`src/rtl/vnu_ppl_if.sv`:
```
// Message bus of the variable node unit: channel LLR load, r lanes in,
// q lanes plus hard decision out.
interface vnu_ppl_if #(
  parameter int data_w = 8,
  parameter int D      = 3
);
  logic                  llr_load;
  logic [data_w-1:0]     llr_in;
  logic                  in_valid;
  logic [data_w*D-1:0]   r;
  logic                  out_valid;
  logic [data_w*D-1:0]   q;
  logic                  hd;
  logic                  hd_changed;

  modport master (
    output llr_load, llr_in, in_valid, r,
    input  out_valid, q, hd, hd_changed
  );

  modport slave (
    input  llr_load, llr_in, in_valid, r,
    output out_valid, q, hd, hd_changed
  );
endinterface

```
`src/rtl/vnu_ppl.sv`:
```
// Two-stage min-sum variable node: stage 1 sums LLR and r lanes,
// stage 2 forms saturated extrinsic q lanes and the hard decision.
module vnu_ppl #(
  parameter int data_w = 8,
  parameter int D      = 3,
  parameter int sum_w  = data_w + 2
) (
  input  logic   clk,
  input  logic   rst,
  vnu_ppl_if.slave bus
);
  localparam logic signed [sum_w-1:0] q_max = sum_w'(2**(data_w-1) - 1);
  localparam logic signed [sum_w-1:0] q_min = -q_max;

  logic signed [data_w-1:0] llr_reg;
  logic                     first_flag;

  logic signed [data_w-1:0] eff_llr;
  logic                     eff_first;
  logic signed [data_w-1:0] eff_r [D];
  logic signed [sum_w-1:0]  total_c;

  logic                     s1_valid;
  logic                     s1_first;
  logic signed [sum_w-1:0]  s1_total;
  logic signed [data_w-1:0] s1_r [D];

  logic signed [sum_w-1:0]  diff [D];
  logic [data_w*D-1:0]      q_next;
  logic                     hd_next;
  logic                     hdc_next;

  logic                     out_valid_reg;
  logic [data_w*D-1:0]      q_reg;
  logic                     hd_reg;
  logic                     hdc_reg;

  // A same-cycle llr_load bypasses the LLR register and forces first mode.
  always_comb begin
    eff_llr   = bus.llr_load ? bus.llr_in : llr_reg;
    eff_first = bus.llr_load | first_flag;
    total_c   = sum_w'(eff_llr);
    for (int unsigned i = 0; i < D; i++) begin
      eff_r[i] = eff_first ? '0 : bus.r[i*data_w +: data_w];
      total_c  = total_c + sum_w'(eff_r[i]);
    end
  end

  // hd_reg only updates on valid outputs, so it doubles as hd_prev.
  always_comb begin
    q_next   = '0;
    for (int unsigned i = 0; i < D; i++) begin
      diff[i] = s1_total - sum_w'(s1_r[i]);
      if (diff[i] > q_max)
        q_next[i*data_w +: data_w] = data_w'(q_max);
      else if (diff[i] < q_min)
        q_next[i*data_w +: data_w] = data_w'(q_min);
      else
        q_next[i*data_w +: data_w] = data_w'(diff[i]);
    end
    hd_next  = s1_total[sum_w-1];
    hdc_next = s1_first | (hd_next != hd_reg);
  end

  always_ff @(posedge clk or negedge rst) begin
    if (!rst) begin
      llr_reg       <= '0;
      first_flag    <= 1'b1;
      s1_valid      <= 1'b0;
      s1_first      <= 1'b0;
      s1_total      <= '0;
      for (int unsigned i = 0; i < D; i++) s1_r[i] <= '0;
      out_valid_reg <= 1'b0;
      q_reg         <= '0;
      hd_reg        <= 1'b0;
      hdc_reg       <= 1'b0;
    end else begin
      if (bus.llr_load) llr_reg <= bus.llr_in;
      if (bus.in_valid)      first_flag <= 1'b0;
      else if (bus.llr_load) first_flag <= 1'b1;

      s1_valid <= bus.in_valid;
      if (bus.in_valid) begin
        s1_total <= total_c;
        s1_first <= eff_first;
        for (int unsigned i = 0; i < D; i++) s1_r[i] <= eff_r[i];
      end

      out_valid_reg <= s1_valid;
      if (s1_valid) begin
        q_reg   <= q_next;
        hd_reg  <= hd_next;
        hdc_reg <= hdc_next;
      end
    end
  end

  assign bus.out_valid  = out_valid_reg;
  assign bus.q          = q_reg;
  assign bus.hd         = hd_reg;
  assign bus.hd_changed = hdc_reg;
endmodule

```
`src/flat_wrapper.sv`:
```
// flat-port wrapper written by rule: the top's interface ports become plain ports
module vnu_ppl_flat 
#(
  parameter int data_w = 8,
  parameter int D      = 3,
  parameter int sum_w  = data_w + 2
)
  (clk, rst, bus_llr_load, bus_llr_in, bus_in_valid, bus_r, bus_out_valid, bus_q, bus_hd, bus_hd_changed);
  vnu_ppl_if #(.data_w(data_w), .D(D)) bus_i ();
  input  logic clk;
  input  logic rst;
  input wire logic [$bits(bus_i.llr_load)-1:0] bus_llr_load;
  input wire logic [$bits(bus_i.llr_in)-1:0] bus_llr_in;
  input wire logic [$bits(bus_i.in_valid)-1:0] bus_in_valid;
  input wire logic [$bits(bus_i.r)-1:0] bus_r;
  output wire logic [$bits(bus_i.out_valid)-1:0] bus_out_valid;
  output wire logic [$bits(bus_i.q)-1:0] bus_q;
  output wire logic [$bits(bus_i.hd)-1:0] bus_hd;
  output wire logic [$bits(bus_i.hd_changed)-1:0] bus_hd_changed;
  assign bus_i.llr_load = bus_llr_load;
  assign bus_i.llr_in = bus_llr_in;
  assign bus_i.in_valid = bus_in_valid;
  assign bus_i.r = bus_r;
  assign bus_out_valid = bus_i.out_valid;
  assign bus_q = bus_i.q;
  assign bus_hd = bus_i.hd;
  assign bus_hd_changed = bus_i.hd_changed;
  vnu_ppl #(.data_w(data_w), .D(D), .sum_w(sum_w)) u_core (.clk(clk), .rst(rst), .bus(bus_i));
endmodule
```
`config.mk`:
```
export PLATFORM = sky130hd
export DESIGN_NAME = vnu_ppl_flat
export DESIGN_NICKNAME = d
export VERILOG_FILES = /design/src/rtl/vnu_ppl_if.sv /design/src/rtl/vnu_ppl.sv /design/src/flat_wrapper.sv
export SDC_FILE = /design/constraint.sdc
export NUM_CORES = 1
export LEC_CHECK = 0
export ABC_CLOCK_PERIOD_IN_PS = 5800
export CELL_PAD_IN_SITES_DETAIL_PLACEMENT = 1
export CELL_PAD_IN_SITES_GLOBAL_PLACEMENT = 1
export CORE_UTILIZATION = 40
export CTS_CLUSTER_DIAMETER = 30
export DETAILED_ROUTE_END_ITERATION = 12
export PLACE_DENSITY = 0.82
export SLEW_MARGIN = 20
export SYNTH_ARGS = -nofsm -noshare
export SYNTH_HDL_FRONTEND = slang
export SYNTH_SLANG_ARGS = --single-unit
```
`constraint.sdc`:
```
create_clock -name clk -period 5.8 [get_ports clk]
set_input_delay 1.45 -clock clk [delete_from_list [all_inputs] [get_ports clk]]
set_output_delay 1.45 -clock clk [all_outputs]
set_load 0.01 [all_outputs]
```
* Word level (Yosys, flattened, before mapping)
Index checks and enable logic that the tools add are counted.
Storage, ports and cells: bits in registers 72, input bits 36, output and inout port bits 27, logic and storage cells 40
Cells by class: add/subtract/negate cells 6, magnitude comparators 6, equal/unequal tests 1, muxes and demuxes 12, bitwise logic cells 2, reduce and logical (&&, ||, !) cells 1
Operator list (count):
- 8-bit two-way mux | 10
- 10-bit by 8-bit greater-than comparator with 1-bit output, second input constant | 3
- 10-bit by 8-bit < comparator with 1-bit output, second input constant | 3
- 10-bit by 8-bit subtractor with 10-bit output | 3
- 10-bit by 8-bit adder with 10-bit output | 1
- 9-bit by 8-bit adder with 10-bit output | 1
- 8-bit by 8-bit adder with 9-bit output | 1
- 1-bit two-way mux | 2
- 1-bit bitwise OR | 2
- 2-bit nonzero test | 1
- 1-bit inequality test | 1

* Logic depth before layout (Yosys ltp)
Gate-level depths: netlist (run 1).
depth in word-level cells 5, gate-level depth with buffers 18, mapped depth without buffers 16

* Worst setup path after synthesis (run 1)
OpenSTA, ideal clock, no wires.
path kind input to register, from input port bus_llr_load, to register u_core.s1_total[9], library setup time 0.126 ns, arrival time 5.099 ns, required time 5.674 ns, path slack 0.575 ns, stages 18, path buffers 2, path through clkbuf_1 nor2_1 clkbuf_1 and2_1 fa_1 inv_1 fa_1 inv_1 ha_1 inv_1 fa_1 nor2b_1 o21ai_0 a21boi_0 o21a_1 nor2_1 o2111a_1 a221o_1
RTL lines:
- start: declaration | RTL line flat_wrapper.sv:12 | input wire logic [$bits(bus_i.llr_load)-1:0] bus_llr_load;
- end signal: assignment | RTL line vnu_ppl.sv:84 | s1_total <= total_c;
- end: declaration | RTL line vnu_ppl.sv:25 | logic signed [sum_w-1:0] s1_total;

==> results.sh, run 1 <==
export IMPL_grt_pass1_vias=4790
export IMPL_ff2ff_setup_slack_ps=1780
export IMPL_ios=63
export IMPL_dpl_cell_area_um2=6070
export IMPL_worstHoldStart="u_core.bus.q[7]$_DFFE_PN0P_"
export IMPL_ff2ff_path_depth=17
export IMPL_seq_area_frac_synth=0.341
export IMPL_gp_congestion=0.830
export IMPL_num_rows=41
export IMPL_core_um2=12800
export IMPL_nNetsFinal=729
export IMPL_clock_sinks=72
export IMPL_power_frac_seq=0.227
export IMPL_tightestPinTransition_ps=927
export IMPL_path_clk_slew_ps=60
export IMPL_cp_required_ps=6030
export IMPL_holdBufCountCts=0
export IMPL_finalPower_mw=3.40
export IMPL_setup_viol=0
export IMPL_grt_use_total=0.237
export IMPL_fillCellCount=1460
export IMPL_diodes=0
export IMPL_rsz0062_at_grt="no"
export IMPL_synth_compound_area_share=0.215
export IMPL_ir_drop_mv=0.157
export IMPL_ant_nets=0
export IMPL_grt_pass1_wl_um=24500
export IMPL_utilization=0.500
export IMPL_root_buffer="clkbuf_16"
export IMPL_period_share=0.879
export IMPL_cts_resized=0
export IMPL_relSlewSlack=0.382
export IMPL_syn_to_final_growth_pct=20.8
export IMPL_worstReg2RegStart="u_core.first_flag$_DFFE_PN1P_"
export IMPL_drt_initial_drc_count=212
export IMPL_cap_violations=0
export IMPL_combPwrFrac=0.603
export IMPL_p_leak_nw=2.76
export IMPL_synth_distinct_cells=67
export IMPL_cp_data_arrival_time_ps=5330
export IMPL_grt_max_degree=73
export IMPL_max_freq_mhz=196
export IMPL_io_buffers=62
export IMPL_fin_tns_setup_ps=0
export IMPL_vias_per_cell=5.46
export IMPL_synth_ff_latch_count=72
export IMPL_die_h_um=117
export IMPL_synth_ff_type="dfrtp_1"
export IMPL_design_area_um2=6380
export IMPL_cts_buffers=9
export IMPL_layout_drive_gt1_share=0.0623
export IMPL_dieArea_um2=13700
export IMPL_htreeDepth=3
export IMPL_initial_core_util=0.414
export IMPL_fin_skew_ps=10.8
export IMPL_end_kind="flip-flop"
export IMPL_path_max_fanout=26
export IMPL_min_to="u_core.bus.q[7]$_DFFE_PN0P_"
export IMPL_via_count=4445
export IMPL_firstDrtPassIters=4
export IMPL_synth_area_mux_share=0.0282
export IMPL_wirelength_um=14700
export IMPL_rr_endpoint="u_core.s1_total[9]$_DFFE_PN0P_"
export IMPL_place_hpwl_um=11200
export IMPL_synth_adder_area_share=0.161
export IMPL_grt_remaining_overflow=0
export IMPL_p_sw_frac=0.447
export IMPL_post_cts_buffers=0
export IMPL_synth_xor_area_share=0.0232
export IMPL_powerDensity_nw_per_um2=532
export IMPL_detail_route_wl_per_cell_um=18.0
export IMPL_internal_power_mw=1.88
export IMPL_hold_path_depth=2
export IMPL_syn_area_per_cell_um2=9.12
export IMPL_clock_path_buffers=2
export IMPL_synth_simple_gate_area_frac=0.168
export IMPL_status="complete, no violations"
export IMPL_p_clk_frac=0.171
export IMPL_synth_area_um2=5280
export IMPL_antenna_found_initial=0
export IMPL_p_switching_mw=1.52
export IMPL_drc=0
export IMPL_async_flop_share=1.00
export IMPL_syn_inst=579
export IMPL_synth_top_family_by_area="compound AO/OA/AOI/OAI gates"
export IMPL_synth_warnings=0
export IMPL_hold_violations=0
export IMPL_hold_class="reg -> reg"
export IMPL_cts_tree="built"
export IMPL_cp_start_kind="input port"
export IMPL_fin_crit_ps=5100
export IMPL_syn_num_nets=671
export IMPL_crit_type="in -> reg"
export IMPL_synth_edf_count=0
export IMPL_slew_violations=0
export IMPL_clkLatencyLatePin_ps=350
export IMPL_dieWidth_um=117
-- power by group through the flow --
| stage | Sequential [mW] | Clock [mW] | Combinational (mW) |
|---|---|---|---|
| 3_5_place_dp | 0.780 | 0 | 2.00 |
| 3_3_place_gp | 0.766 | 0 | 1.88 |
| 4_1_cts | 0.772 | 0.592 | 2.03 |
| 2_1_floorplan | 0.769 | 0 | 1.38 |
| 5_1_grt | 0.783 | 0.605 | 2.27 |
| 6_report | 0.769 | 0.580 | 2.05 |
-- synthesized netlist by cell type (7+ instances only) --
cell      instances  area share
mux2_2            7       0.015
dfrtp_1          71        0.34
nor2b_1          16       0.019
nand2_1          57       0.041
xor2_1           10       0.017
o21ai_0          53       0.050
o31ai_1           8       0.011
mux2i_1           7       0.013
nor3_1            8      0.0076
and2_1           25       0.030
o31a_1            7       0.012
inv_1            69       0.049
a21oi_1          19       0.018
clkbuf_1         17       0.012
nand3_1           7      0.0066
nor2_1           32       0.023
a21o_1            7      0.0099
o21a_1            9       0.013
ha_1             36       0.085
fa_1             20       0.076
-- stage by stage --
step / worst slack, ps / hold WS, ps / cells
final: 702 / 485 / 814
after global routing: 432 / 501 / 814
after CTS: 708 / 490 / 814
after detailed placement: 351 / 476 / 798
after global placement: 456 / 466 / 798
after floorplan: 575 / 352 / 579
-- how the worst max path moves through the flow --
stage | from | endpoint | slack [ps] | depth (start not counted)
2_1_floorplan | bus_llr_load | u_core.s1_total[9]$_DFFE_PN0P_ | 570 | 18
3_3_place_gp | bus_llr_load | u_core.s1_total[9]$_DFFE_PN0P_ | 460 | 18
3_5_place_dp | bus_llr_load | u_core.s1_total[9]$_DFFE_PN0P_ | 350 | 18
4_1_cts | bus_llr_load | u_core.s1_total[9]$_DFFE_PN0P_ | 710 | 18
5_1_grt | bus_llr_load | u_core.s1_total[9]$_DFFE_PN0P_ | 430 | 18
6_report | bus_llr_load | u_core.s1_total[9]$_DFFE_PN0P_ | 700 | 18
-- final cells by class --
type	instances	area [um^2]	area share
multi-input cells	419	3150	0.493
flip-flops and latches	72	1800	0.282
repair buffers	66	648	0.102
inverters	69	259	0.0406
clock buffers	12	256	0.0402
well taps	172	215	0.0337
clock inverters	4	52.6	0.00823
-- critical path: stages --
cell and delay [ps]:
clkdlybuf4s50_1 480, nor2_1 50, buf_4 190, and2_1 200, fa_1 530, inv_1 50, fa_1 440, inv_1 70
ha_1 160, inv_1 50, fa_1 400, nor2b_1 130, o21ai_0 110, a21boi_0 280, o21a_1 150, nor2_1 70
o2111a_1 250, a221o_1 260
-- cells by family after synthesis --
kind of cell	after synthesis
AO/OA/AOI/OAI	162
buffers and inverters	88
adder cells (fa/ha/maj)	56
flip-flops	72
AND/OR/NAND/NOR	173
multiplexers	14
XOR/XNOR	14
-- routing by layer --
| layer | up-vias | track usage | wire, um |
|---|---|---|---|
| li1 | 2140 | - | - |
| met1 | 2202 | 0.305 | 6880 |
| met2 | 87 | 0.413 | 7190 |
| met3 | 16 | 0.0309 | 398 |
| met4 | 0 | 0.0776 | 209 |
| met5 | - | 0 | 0 |
-- placed cells by master, fill, tap and decap left out, types with 7 or more instances in the layout --
cell type and instances:
nor2_1 32, ha_1 36, mux2i_1 7, clkdlybuf4s50_1 61
o21a_1 9, nand3_1 7, o31ai_1 8, nand2_1 57
clkbuf_16 9, nor3_1 8, o21ai_0 53, fa_1 20
a21oi_1 19, xor2_1 10, mux2_2 7, dfrtp_1 71
and2_1 25, o31a_1 7, a21o_1 7, nor2b_1 16
inv_1 69
Power figures use the tool's default switching activity.
==> run 2: changes to the inputs <==
--- a/config.mk
+++ b/config.mk
@@ -8,10 +8,12 @@
 export ABC_CLOCK_PERIOD_IN_PS = 5800
 export CELL_PAD_IN_SITES_DETAIL_PLACEMENT = 1
 export CELL_PAD_IN_SITES_GLOBAL_PLACEMENT = 1
+export CORE_MARGIN = 2
 export CORE_UTILIZATION = 40
 export CTS_CLUSTER_DIAMETER = 30
 export DETAILED_ROUTE_END_ITERATION = 12
 export PLACE_DENSITY = 0.82
+export REMOVE_ABC_BUFFERS = 1
 export SLEW_MARGIN = 20
 export SYNTH_ARGS = -nofsm -noshare
 export SYNTH_HDL_FRONTEND = slang
==> run 2 against run 1 <==
  * Maximum frequency shrank 0.61%
  * Register-to-register slack lost 30 ps
  * Core utilization grew 0.58 points
  * Non-clock buffer count grew 2
  * Clock skew shrank 2.4 ps
  * Wire length shrank 3.0%
  * Via count grew 0.34%
  * Worst setup slack lost 31 ps
  * Clock power grew 22%
  * Power grew 2.2%
  * First-iteration DRC count shrank 13%
  * Die area grew 3.5%
  * Largest power group unchanged
==> results.sh, run 2 (synthesis results as in run 1) <==
export IMPL_worstReg2RegStart="u_core.first_flag$_DFFE_PN1P_"
export IMPL_grt_pass1_vias=4666
export IMPL_clock_sinks=72
export IMPL_drt_initial_drc_count=185
export IMPL_cts_buffers=9
export IMPL_antenna_found_initial=0
export IMPL_holdBufCountCts=0
export IMPL_fin_crit_ps=5130
export IMPL_period_share=0.884
export IMPL_wirelength_um=14200
export IMPL_worstHoldStart="u_core.bus.q[7]$_DFFE_PN0P_"
export IMPL_dieWidth_um=119
export IMPL_dieArea_um2=14100
export IMPL_tightestPinTransition_ps=937
export IMPL_grt_use_total=0.210
export IMPL_rsz0062_at_grt="no"
export IMPL_end_kind="flip-flop"
export IMPL_finalPower_mw=3.47
export IMPL_core_um2=12800
export IMPL_ff2ff_path_depth=17
export IMPL_crit_type="in -> reg"
export IMPL_rr_endpoint="u_core.s1_total[9]$_DFFE_PN0P_"
export IMPL_post_cts_buffers=0
export IMPL_critical_path_max_stage_delay_ps=540
export IMPL_hold_class="reg -> reg"
export IMPL_num_rows=41
export IMPL_max_freq_mhz=195
export IMPL_register_area_um2=1800
export IMPL_drc=0
export IMPL_diodes=0
export IMPL_final_common_cell="dfrtp_1"
export IMPL_firstDrtPassIters=4
export IMPL_cp_start_kind="input port"
export IMPL_status="complete, no violations"
export IMPL_detail_route_wl_per_cell_um=17.5
export IMPL_ios=63
export IMPL_vias_per_cell=5.47
export IMPL_cap_violations=0
export IMPL_initial_core_util=0.414
export IMPL_cp_startpoint="bus_llr_load"
export IMPL_ant_nets=0
export IMPL_clock_path_buffers=2
export IMPL_place_hpwl_um=10700
export IMPL_gp_congestion=0.876
export IMPL_io_buffers=62
export IMPL_p_leak_nw=2.81
export IMPL_syn_to_final_growth_pct=22.2
export IMPL_die_h_um=119
export IMPL_hold_violations=0
export IMPL_layout_drive_gt1_share=0.0652
export IMPL_ff2ff_setup_slack_ps=1750
export IMPL_multi_input_area_um2=3150
export IMPL_crit_chain="clkdlybuf4s50_1 > nor2_1 > buf_4 > and2_1 > fa_1 > inv_1 > fa_1 > inv_1 > ha_1 > inv_1 > fa_1 > nor2b_1 > o21ai_0 > a21boi_0 > o21a_1 > nor2_1 > o2111a_1 > a221o_1"
export IMPL_grt_remaining_overflow=0
export IMPL_utilization=0.505
export IMPL_via_count=4460
export IMPL_root_buffer="clkbuf_16"
export IMPL_critPathSlowestCell="fa_1"
export IMPL_grt_max_degree=73
export IMPL_cp_required_ps=6040
export IMPL_fin_skew_ps=8.32
export IMPL_hold_path_depth=2
export IMPL_cts_tree="built"
export IMPL_setup_viol=0
export IMPL_path_max_fanout=12
export IMPL_path_clk_slew_ps=60
export IMPL_layout_common_cells="71 x dfrtp_1, 69 x inv_1, 61 x clkdlybuf4s50_1"
export IMPL_fin_tns_setup_ps=0
export IMPL_clkLatencyLatePin_ps=350
export IMPL_slew_violations=0
export IMPL_cp_data_arrival_time_ps=5370
export IMPL_powerDensity_nw_per_um2=538
export IMPL_fillCellCount=1473
export IMPL_grt_pass1_wl_um=23500
export IMPL_ir_drop_mv=0.169
export IMPL_nNetsFinal=731
export IMPL_htreeDepth=3
export IMPL_cts_resized=0
export IMPL_setup_worst_path_end="u_core.s1_total[9]$_DFFE_PN0P_"
export IMPL_relSlewSlack=0.375
==> run 2: cell type report <==
type                            instances  area share
Sequential cell                        72       0.279
Timing Repair Buffer                   68       0.102
Tap cell                              172      0.0333
Multi-Input combinational cell        419       0.488
Clock inverter                          5      0.0198
Inverter                               69      0.0401
Clock buffer                           11      0.0376
==> run 2: worst max-delay path: cells and delay by family <==
family	cells	cell delay (ps)
buffers and inverters	5	830
AO/OA/AOI/OAI	5	1050
AND/OR/NAND/NOR	4	470
adder cells (fa/ha/maj)	4	1550
==> run 2: power breakdown <==
part / switching (mW) / total (mW) / internal, mW / leakage (nW)
Combinational: 1.12 / 1.99 / 0.873 / 1.75
Sequential: 0.125 / 0.772 / 0.647 / 0.877
Clock: 0.229 / 0.705 / 0.476 / 0.176
Total: 1.47 / 3.47 / 2.00 / 2.81
==> run 2: metal layers <==
| layer | global-route usage | routed length [um] |
|---|---|---|
| met5 | 0 | 0 |
| met4 | 0.0744 | 266 |
| met3 | 0.0412 | 438 |
| met2 | 0.368 | 7180 |
| met1 | 0.258 | 6360 |
==> run 2: worst min-delay path by stage <==
stage,to,slack [ps]
finish,u_core.bus.q[7]$_DFFE_PN0P_,490
global route,u_core.bus.q[7]$_DFFE_PN0P_,520
CTS,u_core.bus.q[7]$_DFFE_PN0P_,490
detailed placement,u_core.bus.q[7]$_DFFE_PN0P_,480
global placement,u_core.bus.q[23]$_DFFE_PN0P_,470
floorplan,u_core.s1_r[0]$_DFFE_PN0P_,460
==> run 2: metrics by stage <==
stage	instance area (um^2)	hold WS (ps)	worst slack, ps	std cells
floorplan	5210	459	746	560
finish	6460	488	671	816
global placement	6090	465	463	800
detailed placement	6090	477	344	800
global route	6460	516	466	816
CTS	6460	491	663	816
